**src/rtl/pacman_pkg.sv**
```systemverilog
// Shared constants for the PS/2 keyboard path and game_logic.
// Also holds the frame FSM state type and byte classification helper.
package pacman_pkg;

   localparam logic [7:0] PS2_EXT   = 8'hE0;
   localparam logic [7:0] PS2_BRK   = 8'hF0;
   localparam logic [7:0] PS2_ACK   = 8'hFA;
   localparam logic [7:0] PS2_BAT   = 8'hAA;
   localparam logic [7:0] PS2_ECHO  = 8'hEE;

   localparam logic [7:0] KEY_UP    = 8'h75;
   localparam logic [7:0] KEY_DOWN  = 8'h72;
   localparam logic [7:0] KEY_LEFT  = 8'h6B;
   localparam logic [7:0] KEY_RIGHT = 8'h74;

   typedef enum logic [1:0] {
      ST_IDLE,
      ST_SHIFT,
      ST_STOP
   } frame_st_e;

   function automatic logic is_ignored(input logic [7:0] b);
      return (b == PS2_ACK) || (b == PS2_BAT) || (b == PS2_ECHO);
   endfunction

endpackage

```
**src/rtl/ps2_kbd_rx_if.sv**
```systemverilog
// Keyboard line inputs and decoded key outputs of ps2_kbd_rx.
// master = receiver side, slave = keyboard model / consumer side.
interface ps2_kbd_rx_if;

   logic       ps2_clk_i;
   logic       ps2_dat_i;
   logic       ps2_valid;
   logic [7:0] ps2_data;
   logic       ps2_ext_o;
   logic       key_stb_o;
   logic       frame_err_o;

   modport master (
      input  ps2_clk_i,
      input  ps2_dat_i,
      output ps2_valid,
      output ps2_data,
      output ps2_ext_o,
      output key_stb_o,
      output frame_err_o
   );

   modport slave (
      output ps2_clk_i,
      output ps2_dat_i,
      input  ps2_valid,
      input  ps2_data,
      input  ps2_ext_o,
      input  key_stb_o,
      input  frame_err_o
   );

endinterface

```
**src/rtl/ps2_frame_rx.sv**
```systemverilog
// PS/2 line synchroniser, clock glitch filter and 11-bit frame receiver.
// Emits one byte strobe per good frame, one error strobe per bad or stalled frame.
module ps2_frame_rx
   import pacman_pkg::*;
#(
   parameter int SYNC_STAGES = 2,
   parameter int FILTER_LEN  = 8,
   parameter int TIMEOUT_CYC = 50000
) (
   input  logic       clk,
   input  logic       rst,
   input  logic       ps2_clk_i,
   input  logic       ps2_dat_i,
   output logic [7:0] byte_o,
   output logic       byte_stb_o,
   output logic       err_o
);

   localparam int FW = $clog2(FILTER_LEN + 1);
   localparam int TW = $clog2(TIMEOUT_CYC + 1);
   localparam logic [FW-1:0] FMAX = FW'(FILTER_LEN - 1);
   localparam logic [TW-1:0] TMAX = TW'(TIMEOUT_CYC - 1);

   logic [SYNC_STAGES-1:0] csync_q, dsync_q;
   logic [FW-1:0]          fcnt_q, fcnt_d;
   logic                   filt_q, filt_d;
   logic                   fe_q, fe_d;
   logic                   cs, ds;

   frame_st_e     st_q;
   logic [3:0]    bit_q;
   logic [8:0]    sr_q;
   logic [TW-1:0] tmo_q;
   logic [7:0]    byte_q;
   logic          stb_q, err_q;
   logic          good;

   assign cs = csync_q[SYNC_STAGES-1];
   assign ds = dsync_q[SYNC_STAGES-1];

   // Filtered level flips only after FILTER_LEN samples that all disagree with it
   always_comb begin
      fcnt_d = '0;
      filt_d = filt_q;
      fe_d   = 1'b0;
      if (cs != filt_q) begin
         if (fcnt_q == FMAX) begin
            filt_d = cs;
            fe_d   = ~cs;
         end else begin
            fcnt_d = fcnt_q + 1'b1;
         end
      end
   end

   always_ff @(posedge clk) begin
      if (rst) begin
         csync_q <= '0;
         dsync_q <= '0;
         fcnt_q  <= '0;
         filt_q  <= 1'b1;
         fe_q    <= 1'b0;
      end else begin
         csync_q <= {csync_q[SYNC_STAGES-2:0], ps2_clk_i};
         dsync_q <= {dsync_q[SYNC_STAGES-2:0], ps2_dat_i};
         fcnt_q  <= fcnt_d;
         filt_q  <= filt_d;
         fe_q    <= fe_d;
      end
   end

   // Stop bit high and odd parity over data+parity
   assign good = ds & (^sr_q);

   always_ff @(posedge clk) begin
      if (rst) begin
         st_q   <= ST_IDLE;
         bit_q  <= '0;
         sr_q   <= '0;
         tmo_q  <= '0;
         byte_q <= '0;
         stb_q  <= 1'b0;
         err_q  <= 1'b0;
      end else begin
         stb_q <= 1'b0;
         err_q <= 1'b0;
         if ((st_q == ST_IDLE) || fe_q) tmo_q <= '0;
         else                           tmo_q <= tmo_q + 1'b1;
         if (fe_q) begin
            unique case (st_q)
               ST_IDLE: begin
                  if (!ds) begin
                     st_q  <= ST_SHIFT;
                     bit_q <= '0;
                  end
               end
               ST_SHIFT: begin
                  sr_q <= {ds, sr_q[8:1]};
                  if (bit_q == 4'd8) st_q  <= ST_STOP;
                  else               bit_q <= bit_q + 1'b1;
               end
               ST_STOP: begin
                  byte_q <= sr_q[7:0];
                  stb_q  <= good;
                  err_q  <= ~good;
                  st_q   <= ST_IDLE;
               end
               default: st_q <= ST_IDLE;
            endcase
         end else if ((st_q != ST_IDLE) && (tmo_q == TMAX)) begin
            err_q <= 1'b1;
            st_q  <= ST_IDLE;
         end
      end
   end

   assign byte_o     = byte_q;
   assign byte_stb_o = stb_q;
   assign err_o      = err_q;

endmodule

```
**src/rtl/ps2_kbd_rx.sv**
```systemverilog
// PS/2 keyboard receiver: frame reception plus E0/F0 scancode decoding.
// Tracks the most recently pressed key as a held level for game_logic.
module ps2_kbd_rx
   import pacman_pkg::*;
#(
   parameter int SYNC_STAGES = 2,
   parameter int FILTER_LEN  = 8,
   parameter int TIMEOUT_CYC = 50000
) (
   input  logic         clk,
   input  logic         rst,
   ps2_kbd_rx_if.master bus
);

   logic [7:0] byte_w;
   logic       byte_stb_w;
   logic       err_w;

   ps2_frame_rx #(
      .SYNC_STAGES(SYNC_STAGES),
      .FILTER_LEN (FILTER_LEN),
      .TIMEOUT_CYC(TIMEOUT_CYC)
   ) u_frame (
      .clk       (clk),
      .rst       (rst),
      .ps2_clk_i (bus.ps2_clk_i),
      .ps2_dat_i (bus.ps2_dat_i),
      .byte_o    (byte_w),
      .byte_stb_o(byte_stb_w),
      .err_o     (err_w)
   );

   logic       ext_q, brk_q;
   logic       valid_q, pext_q;
   logic [7:0] data_q;
   logic       stb_q, ferr_q;
   logic       is_ext, is_brk, is_ign, is_code, rel_hit;

   always_comb begin
      is_ext  = (byte_w == PS2_EXT);
      is_brk  = (byte_w == PS2_BRK);
      is_ign  = is_ignored(byte_w);
      is_code = ~(is_ext | is_brk | is_ign);
      rel_hit = ({ext_q, byte_w} == {pext_q, data_q});
   end

   always_ff @(posedge clk) begin
      if (rst) begin
         ext_q   <= 1'b0;
         brk_q   <= 1'b0;
         valid_q <= 1'b0;
         pext_q  <= 1'b0;
         data_q  <= '0;
         stb_q   <= 1'b0;
         ferr_q  <= 1'b0;
      end else begin
         stb_q  <= 1'b0;
         ferr_q <= err_w;
         if (err_w) begin
            ext_q <= 1'b0;
            brk_q <= 1'b0;
         end else if (byte_stb_w) begin
            unique case (1'b1)
               is_ext: ext_q <= 1'b1;
               is_brk: brk_q <= 1'b1;
               is_ign: ;
               is_code && brk_q: begin
                  // Only a release of the displayed key drops the level
                  if (rel_hit) valid_q <= 1'b0;
                  ext_q <= 1'b0;
                  brk_q <= 1'b0;
               end
               is_code && !brk_q: begin
                  data_q  <= byte_w;
                  pext_q  <= ext_q;
                  valid_q <= 1'b1;
                  stb_q   <= 1'b1;
                  ext_q   <= 1'b0;
                  brk_q   <= 1'b0;
               end
               default: ;
            endcase
         end
      end
   end

   assign bus.ps2_valid   = valid_q;
   assign bus.ps2_data    = data_q;
   assign bus.ps2_ext_o   = pext_q;
   assign bus.key_stb_o   = stb_q;
   assign bus.frame_err_o = ferr_q;

endmodule

```
**src/flat_wrapper.sv**
```systemverilog
// flat-port wrapper written by rule: the top's interface ports become plain ports
module ps2_kbd_rx_flat import pacman_pkg::*;
#(
   parameter int SYNC_STAGES = 2,
   parameter int FILTER_LEN  = 8,
   parameter int TIMEOUT_CYC = 50000
)
  (clk, rst, bus_ps2_clk_i, bus_ps2_dat_i, bus_ps2_valid, bus_ps2_data, bus_ps2_ext_o, bus_key_stb_o, bus_frame_err_o);
  ps2_kbd_rx_if bus_i ();
  input  logic clk;
  input  logic rst;
  input wire logic [$bits(bus_i.ps2_clk_i)-1:0] bus_ps2_clk_i;
  input wire logic [$bits(bus_i.ps2_dat_i)-1:0] bus_ps2_dat_i;
  output wire logic [$bits(bus_i.ps2_valid)-1:0] bus_ps2_valid;
  output wire logic [$bits(bus_i.ps2_data)-1:0] bus_ps2_data;
  output wire logic [$bits(bus_i.ps2_ext_o)-1:0] bus_ps2_ext_o;
  output wire logic [$bits(bus_i.key_stb_o)-1:0] bus_key_stb_o;
  output wire logic [$bits(bus_i.frame_err_o)-1:0] bus_frame_err_o;
  assign bus_i.ps2_clk_i = bus_ps2_clk_i;
  assign bus_i.ps2_dat_i = bus_ps2_dat_i;
  assign bus_ps2_valid = bus_i.ps2_valid;
  assign bus_ps2_data = bus_i.ps2_data;
  assign bus_ps2_ext_o = bus_i.ps2_ext_o;
  assign bus_key_stb_o = bus_i.key_stb_o;
  assign bus_frame_err_o = bus_i.frame_err_o;
  ps2_kbd_rx #(.SYNC_STAGES(SYNC_STAGES), .FILTER_LEN(FILTER_LEN), .TIMEOUT_CYC(TIMEOUT_CYC)) u_core (.clk(clk), .rst(rst), .bus(bus_i));
endmodule
```
**config.mk**
```make
export PLATFORM = sky130hd
export DESIGN_NAME = ps2_kbd_rx_flat
export DESIGN_NICKNAME = d
export VERILOG_FILES = /design/src/rtl/pacman_pkg.sv /design/src/rtl/ps2_kbd_rx_if.sv /design/src/rtl/ps2_frame_rx.sv /design/src/rtl/ps2_kbd_rx.sv /design/src/flat_wrapper.sv
export SDC_FILE = /design/constraint.sdc
export NUM_CORES = 1
export LEC_CHECK = 0
export BUFFER_PORTS_ARGS = -buffer_cell sky130_fd_sc_hd__buf_2
export CAP_MARGIN = 20
export CORE_MARGIN = 2
export CORE_UTILIZATION = 39
export CTS_CLUSTER_DIAMETER = 50
export DETAILED_ROUTE_END_ITERATION = 8
export GPL_TIMING_DRIVEN = 0
export PLACE_DENSITY = 0.52
export SYNTH_ARGS = -nofsm -noshare
export SYNTH_HDL_FRONTEND = slang
export SYNTH_HIERARCHICAL = 1
export SYNTH_SLANG_ARGS = --single-unit
export TNS_END_PERCENT = 30
```
**constraint.sdc**
```tcl
create_clock -name clk -period 2.05 [get_ports clk]
set_input_delay 0.3075 -clock clk [delete_from_list [all_inputs] [get_ports clk]]
set_output_delay 0.3075 -clock clk [all_outputs]
set_load 0.05 [all_outputs]
```
==> impl_metrics.json, run 1 <==
{
  "status": "complete, no violations",
  "grt_use_met1_pct": 16.9,
  "grt_remaining_overflow": 0,
  "wl_per_cell_um": 11.7,
  "vias": 1975,
  "worstPathRequired_ps": 2260,
  "antenna_found_initial": 0,
  "fin_crit_ps": 1820,
  "max_stage_delay_ps": 320,
  "rsz0062_at_grt": "false",
  "cts_setup_buffers": 0,
  "synthesis.area_sq_mm": 0.00280,
  "synth_cells": 292,
  "critical_path.cell_chain": "clkbuf_1 -> nor3b_1 -> o211ai_2 -> a311oi_1 -> buf_6 -> mux2i_1 -> nor2_1",
  "fin_skew_ps": 7.43,
  "seqCellArea_sq_mm": 0.00130,
  "slew_violations": 0,
  "synth_area_leader_cell": "dfxtp_1",
  "min_path_cells": 2,
  "utilization_pct": 46.3,
  "core_area_sq_mm": 0.00687,
  "drive_gt1_share_pct": 13.6,
  "pre_cts_ws_ps": 101,
  "chipHeight_um": 88.7,
  "finish.net_count": 326,
  "grt_pass1_vias": 1898,
  "fp.dieArea_sq_mm": 0.00786,
  "setup-violations-final": 0,
  "use_met2_pct": 22.9,
  "worstSetupEndpointType": "flip-flop",
  "wl_um": 4920,
  "finalCritPeriodShare_pct": 89.0,
  "path_class": "flip-flop to flip-flop",
  "postLayoutSetupSlackWorst_ps": 226,
  "async_flop_share_pct": 0,
  "grt_use_total_pct": 14.1,
  "synth.most_common_cell": "dfxtp_1",
  "hold_start": "bus_ps2_clk_i",
  "synth_edf_count": 0,
  "yosys.area.top_type_share_pct": 46.5,
  "worstReg2RegStart": "u_core/u_frame/byte_o[4]",
  "clk_pin_slew_ps": 70,
  "maxCapViolations": 0,
  "path_buf_inv": 2,
  "floorplan.initialDensity_pct": 40.7,
  "hold_violations": 0,
  "syn-num-nets": 300,
  "final_cells": 419,
  "ioPinCount": 16,
  "regToRegSetupSlack_ps": 230,
  "clock-sinks": 65,
  "cts_tree": "yes",
  "yosys_warnings": 6,
  "synth-seq-cells": 65,
  "viasPerCell": 4.71,
  "multi_input_area_sq_mm": 0.00141,
  "use_met3_pct": 5.60,
  "reg2reg_depth": 7,
  "slowest_stage": "dfxtp_1",
  "tightest_slew_ps": 475,
  "fin_setup_tns_ps": 0,
  "synthDistinctLibCells": 45,
  "synth.area.top_cells": "dfxtp_1 (47%), mux2i_1 (9.3%), nor2_1 (7.4%), xnor2_1 (5.3%), xor2_1 (4.4%)",
  "r2r-end": "u_core/bus.ps2_data[0]",
  "io_buffers": 15,
  "clockBufferDepth": 2,
  "power_density_mw_per_mm2": 738,
  "avgSynthCellArea_sq_um": 9.58,
  "synth_common_cells": "dfxtp_1 (65), nor2_1 (55), mux2i_1 (26)",
  "worst_hold_path_type": "input port to flip-flop",
  "relSlewSlack_pct": 68.3,
  "critPathArrivalTime_ps": 2030,
  "syn_to_final_growth_pct": 13.6,
  "grt-busiest-layer": "met2",
  "fill_cells": 687,
  "drc_errors": 0,
  "final_antenna_net_count": 0,
  "n_antenna_cell": 0,
  "die_w_um": 88.7,
  "drt_iter0_drc": 57,
  "clk_latency_ps": 340,
  "firstDrtPassIters": 4,
  "grt_start_max_net_pins": 12,
  "fmax_ghz": 0.548,
  "p_leak_nw": 1.33,
  "peakVddDrop_uv": 369,
  "cts_hold_buf": 0,
  "cp-start-kind": "flip-flop",
  "path_delay_family": "compound AO/OA/AOI/OAI gates",
  "hpwl_um": 3430,
  "min_to": "u_core/u_frame/csync_q[0]",
  "htreeDepth": 3,
  "power_mw": 2.35,
  "cts_resized": 0,
  "floorplan.rows": 30,
  "seq_area_frac_synth_pct": 46.5,
  "clock-root-buffer": "clkbuf_8",
  "cts_buffers": 9,
  "grt_pass1_wl_um": 8480,
  "synth_ff_type": "dfxtp_1",
  "cp_max_fo": 10,
  "dp.cells": 403,
  "globalplace.congestion": 0.713
}
-- kinds of logic (layout without fill, tap and decap cells) --
group,Yosys count,in the layout,synth area share (%)
AOI/OAI and AO/OA,23,23,5.41
xor gates and xnor gates,32,32,10.5
adders and majority gates,4,4,1.79
buffers and inverters,19,50,2.91
DFF,65,65,46.5
muxes,26,26,9.31
and+or+nand+nor,123,123,23.5
-- routing by layer --
layer | part of all wire, % | wire length, um | vias up
met5 | 0 | 0 | -
met4 | 1.1 | 53 | 0
met3 | 3.0 | 145 | 7
met2 | 47 | 2320 | 18
met1 | 49 | 2400 | 903
li1 | - | - | 1047
-- placed cells by master (no fill, tap or decap), drive strengths merged, types with 8 or more instances in the layout --
master	instances
nand3	9
a21oi	8
buf	18
xnor2	17
inv	8
mux2i	26
nor3	8
clkbuf	18
xor2	14
nor2	55
nor2b	8
nand2	12
dfxtp	65
-- metrics by stage --
step                hold slack [ps]  instance area (sq um)
floorplan                       379                   2800
global placement                418                   2990
detailed placement              431                   2990
CTS                             156                   3180
global route                    188                   3180
finish                          173                   3180
-- worst reg2reg max path, delay by kind of cell (launching register included) --
family | cells | cell delay (ps)
AO/OA/AOI/OAI | 2 | 430
AND/OR/NAND/NOR | 2 | 320
flip-flops | 1 | 320
multiplexers | 1 | 200
buffers and inverters | 2 | 420
-- final cells by class --
type | instances | share of cell area, %
tap | 96 | 3.78
buffer | 11 | 1.61
timing repair buffer | 15 | 2.36
sequential | 65 | 40.9
inverter | 8 | 0.945
multi-input combinational | 208 | 44.5
clock inverter | 6 | 1.85
clock buffer | 10 | 4.02
-- report_power, final --
part	total, mW	switching (mW)	internal, mW
clock network	1.03	0.479	0.555
registers	1.28	0.00560	1.27
logic	0.0349	0.0229	0.0121
-- worst max path at each step --
stage	startpoint	end	cells past startpoint
final	u_core/u_frame/byte_o[4]	u_core/bus.ps2_data[0]	7
after global placement	rst	u_core/u_frame/tmo_q[8]	6
after floorplan	u_core/u_frame/byte_o[1]	u_core/bus.ps2_valid	6
after detailed placement	rst	u_core/u_frame/tmo_q[8]	6
after global routing	u_core/u_frame/byte_o[4]	u_core/bus.ps2_data[2]	7
after CTS	u_core/u_frame/byte_o[4]	u_core/bus.ps2_data[0]	7
-- flip-flops by register name, summed over array words and instances, names as in the netlist, 2 cells and up --
| register | cells |
|---|---|
| u_core/u_frame/tmo_q | 16 |
| u_core/u_frame/sr_q | 9 |
| u_core/bus.ps2_data | 8 |
| u_core/u_frame/byte_o | 8 |
| u_core/u_frame/bit_q | 4 |
| u_core/u_frame/fcnt_q | 4 |
| u_core/u_frame/csync_q | 2 |
| u_core/u_frame/dsync_q | 2 |
| u_core/u_frame/st_q | 2 |
No activity file was read; power rests on OpenSTA's default activity.
==> run 2: changes to the inputs <==
--- a/config.mk
+++ b/config.mk
@@ -5,9 +5,9 @@
 export SDC_FILE = /design/constraint.sdc
 export NUM_CORES = 1
 export LEC_CHECK = 0
-export BUFFER_PORTS_ARGS = -buffer_cell sky130_fd_sc_hd__buf_2
+export BUFFER_PORTS_ARGS = -buffer_cell sky130_fd_sc_hd__buf_4
 export CAP_MARGIN = 20
-export CORE_MARGIN = 2
+export CORE_ASPECT_RATIO = 0.7
 export CORE_UTILIZATION = 39
 export CTS_CLUSTER_DIAMETER = 50
 export DETAILED_ROUTE_END_ITERATION = 8
==> impl_metrics.json, run 2 (synthesis results as in run 1) <==
{
  "floorplan.initialDensity_pct": 40.8,
  "grt_pass1_wl_um": 8770,
  "syn_to_final_growth_pct": 15.2,
  "finish.net_count": 326,
  "drt_iter0_drc": 61,
  "path_class": "flip-flop to flip-flop",
  "cts_tree": "yes",
  "grt_start_max_net_pins": 12,
  "clockBufferDepth": 2,
  "max_stage_delay_ps": 360,
  "wl_met1_um": 2930,
  "worstSetupEndpointType": "flip-flop",
  "fmax_ghz": 0.535,
  "peakVddDrop_uv": 387,
  "p_int_mw": 1.87,
  "path_buf_inv": 2,
  "wl_met2_um": 2040,
  "clock-sinks": 65,
  "core_area_sq_mm": 0.00685,
  "power_switching_uw": 508,
  "route.met3.wl_um": 211,
  "rsz0062_at_grt": "false",
  "vias": 1995,
  "top_layer_used": "met4",
  "ioPinCount": 16,
  "slowest_stage": "dfxtp_1",
  "cts_resized": 0,
  "layout_common_cells": "dfxtp_1 (65), nor2_1 (55), mux2i_1 (26)",
  "antenna_found_initial": 0,
  "fin_skew_ps": 7.17,
  "worstPathRequired_ps": 2270,
  "hpwl_um": 3750,
  "clk_latency_ps": 340,
  "relSlewSlack_pct": 68.3,
  "seq_power_share_pct": 53.7,
  "drc_errors": 0,
  "p_leak_nw": 1.33,
  "combinationalPowerShare_pct": 1.6,
  "critical_path.cell_chain": "clkbuf_1 -> o21ai_0 -> a21o_1 -> a311oi_1 -> buf_6 -> mux2i_1 -> nor2_1",
  "cp_max_fo": 10,
  "clk_pin_slew_ps": 70,
  "grt_remaining_overflow": 0,
  "io_buffers": 15,
  "setup-violations-final": 0,
  "cts_setup_buffers": 0,
  "largest_reg_flops": 16,
  "status": "complete, no violations",
  "fin_setup_tns_ps": 0,
  "layout_commonest_cell": "dfxtp_1",
  "reg.largest.list": "u_core/u_frame/tmo_q: 16 flops, u_core/u_frame/sr_q: 9 flops",
  "floorplan.rows": 25,
  "final_antenna_net_count": 0,
  "cts_buffers": 9,
  "die_w_um": 103,
  "firstDrtPassIters": 5,
  "switching_share_pct": 21.4,
  "n_antenna_cell": 0,
  "power.clock.fraction_pct": 44.7,
  "worstReg2RegStart": "u_core/u_frame/byte_o[4]",
  "regMostFlops": "u_core/u_frame/tmo_q",
  "worst_hold_path_type": "input port to flip-flop",
  "wl_um": 5240,
  "tightest_slew_ps": 475,
  "critPathArrivalTime_ps": 2090,
  "grt_use_total_pct": 16.1,
  "finalCritPeriodShare_pct": 91.2,
  "fp.dieArea_sq_mm": 0.00752,
  "grt_pass1_vias": 1793,
  "globalplace.congestion": 0.717,
  "fin_crit_ps": 1870,
  "clock-root-buffer": "clkbuf_8",
  "hold_violations": 0,
  "power_density_mw_per_mm2": 738,
  "setup.worst_path.start": "u_core/u_frame/byte_o[4]",
  "maxCapViolations": 0,
  "hold_start": "rst",
  "path_delay_family": "compound AO/OA/AOI/OAI gates",
  "power_mw": 2.38,
  "slew_violations": 0,
  "htreeDepth": 3,
  "drive_gt1_share_pct": 13.9,
  "cp-start-kind": "flip-flop",
  "viasPerCell": 4.78,
  "chipHeight_um": 72.8,
  "wl_per_cell_um": 12.6,
  "cts_hold_buf": 0
}
[run 2: through the flow]
stage	util [%]	cells	hold WS (ps)	worst slack [ps]	area, sq um
after global routing	47.0	417	141	28.5	3220
after global placement	44.2	401	426	137	3030
after detailed placement	44.2	401	428	163	3030
after CTS	47.0	417	140	188	3220
final	47.0	417	161	180	3220
after floorplan	-	292	379	375	2800
[run 2: per-layer routing]
metal	up-vias	GRT usage, %
met3	6	6.32
met1	911	23.0
met5	-	0
met4	0	7.04
met2	24	21.0
li1	1054	-
[run 2: area by class of cell]
| cell class | instances | area, sq um |
|---|---|---|
| Multi-Input combinational cell | 208 | 1410 |
| Clock buffer | 10 | 138 |
| Clock inverter | 6 | 57.6 |
| Inverter | 8 | 30.0 |
| Sequential cell | 65 | 1300 |
| Timing Repair Buffer | 15 | 113 |
| Tap cell | 94 | 118 |
| Buffer | 11 | 51.3 |
| Fill cell | 665 | 3630 |
[run 2: path summary, 6_finish.rpt]
path / end / cells after the start / slack, ps
max: u_core/bus.ps2_data[4] / 7 / 180
min: u_core/bus.frame_err_o / 2 / 160
max reg2reg: u_core/bus.ps2_data[4] / 7 / 180
min reg2reg: u_core/u_frame/dsync_q[1] / 1 / 430
[run 2: power groups by stage]
stage          sequential (mW)  combinational (mW)  clock [mW]
3_5_place_dp              1.31              0.0381           0
5_1_grt                   1.28              0.0434        1.17
3_3_place_gp              1.31              0.0378           0
2_1_floorplan             1.30              0.0241           0
6_report                  1.28              0.0370        1.06
4_1_cts                   1.28              0.0384        1.11
[run 2: worst reg2reg max path, stage by stage, from the launching register on]
cell and delay [ps]:
dfxtp_1 360, clkbuf_1 300, o21ai_0 130, a21o_1 200, a311oi_1 270, buf_6 220
mux2i_1 200, nor2_1 60
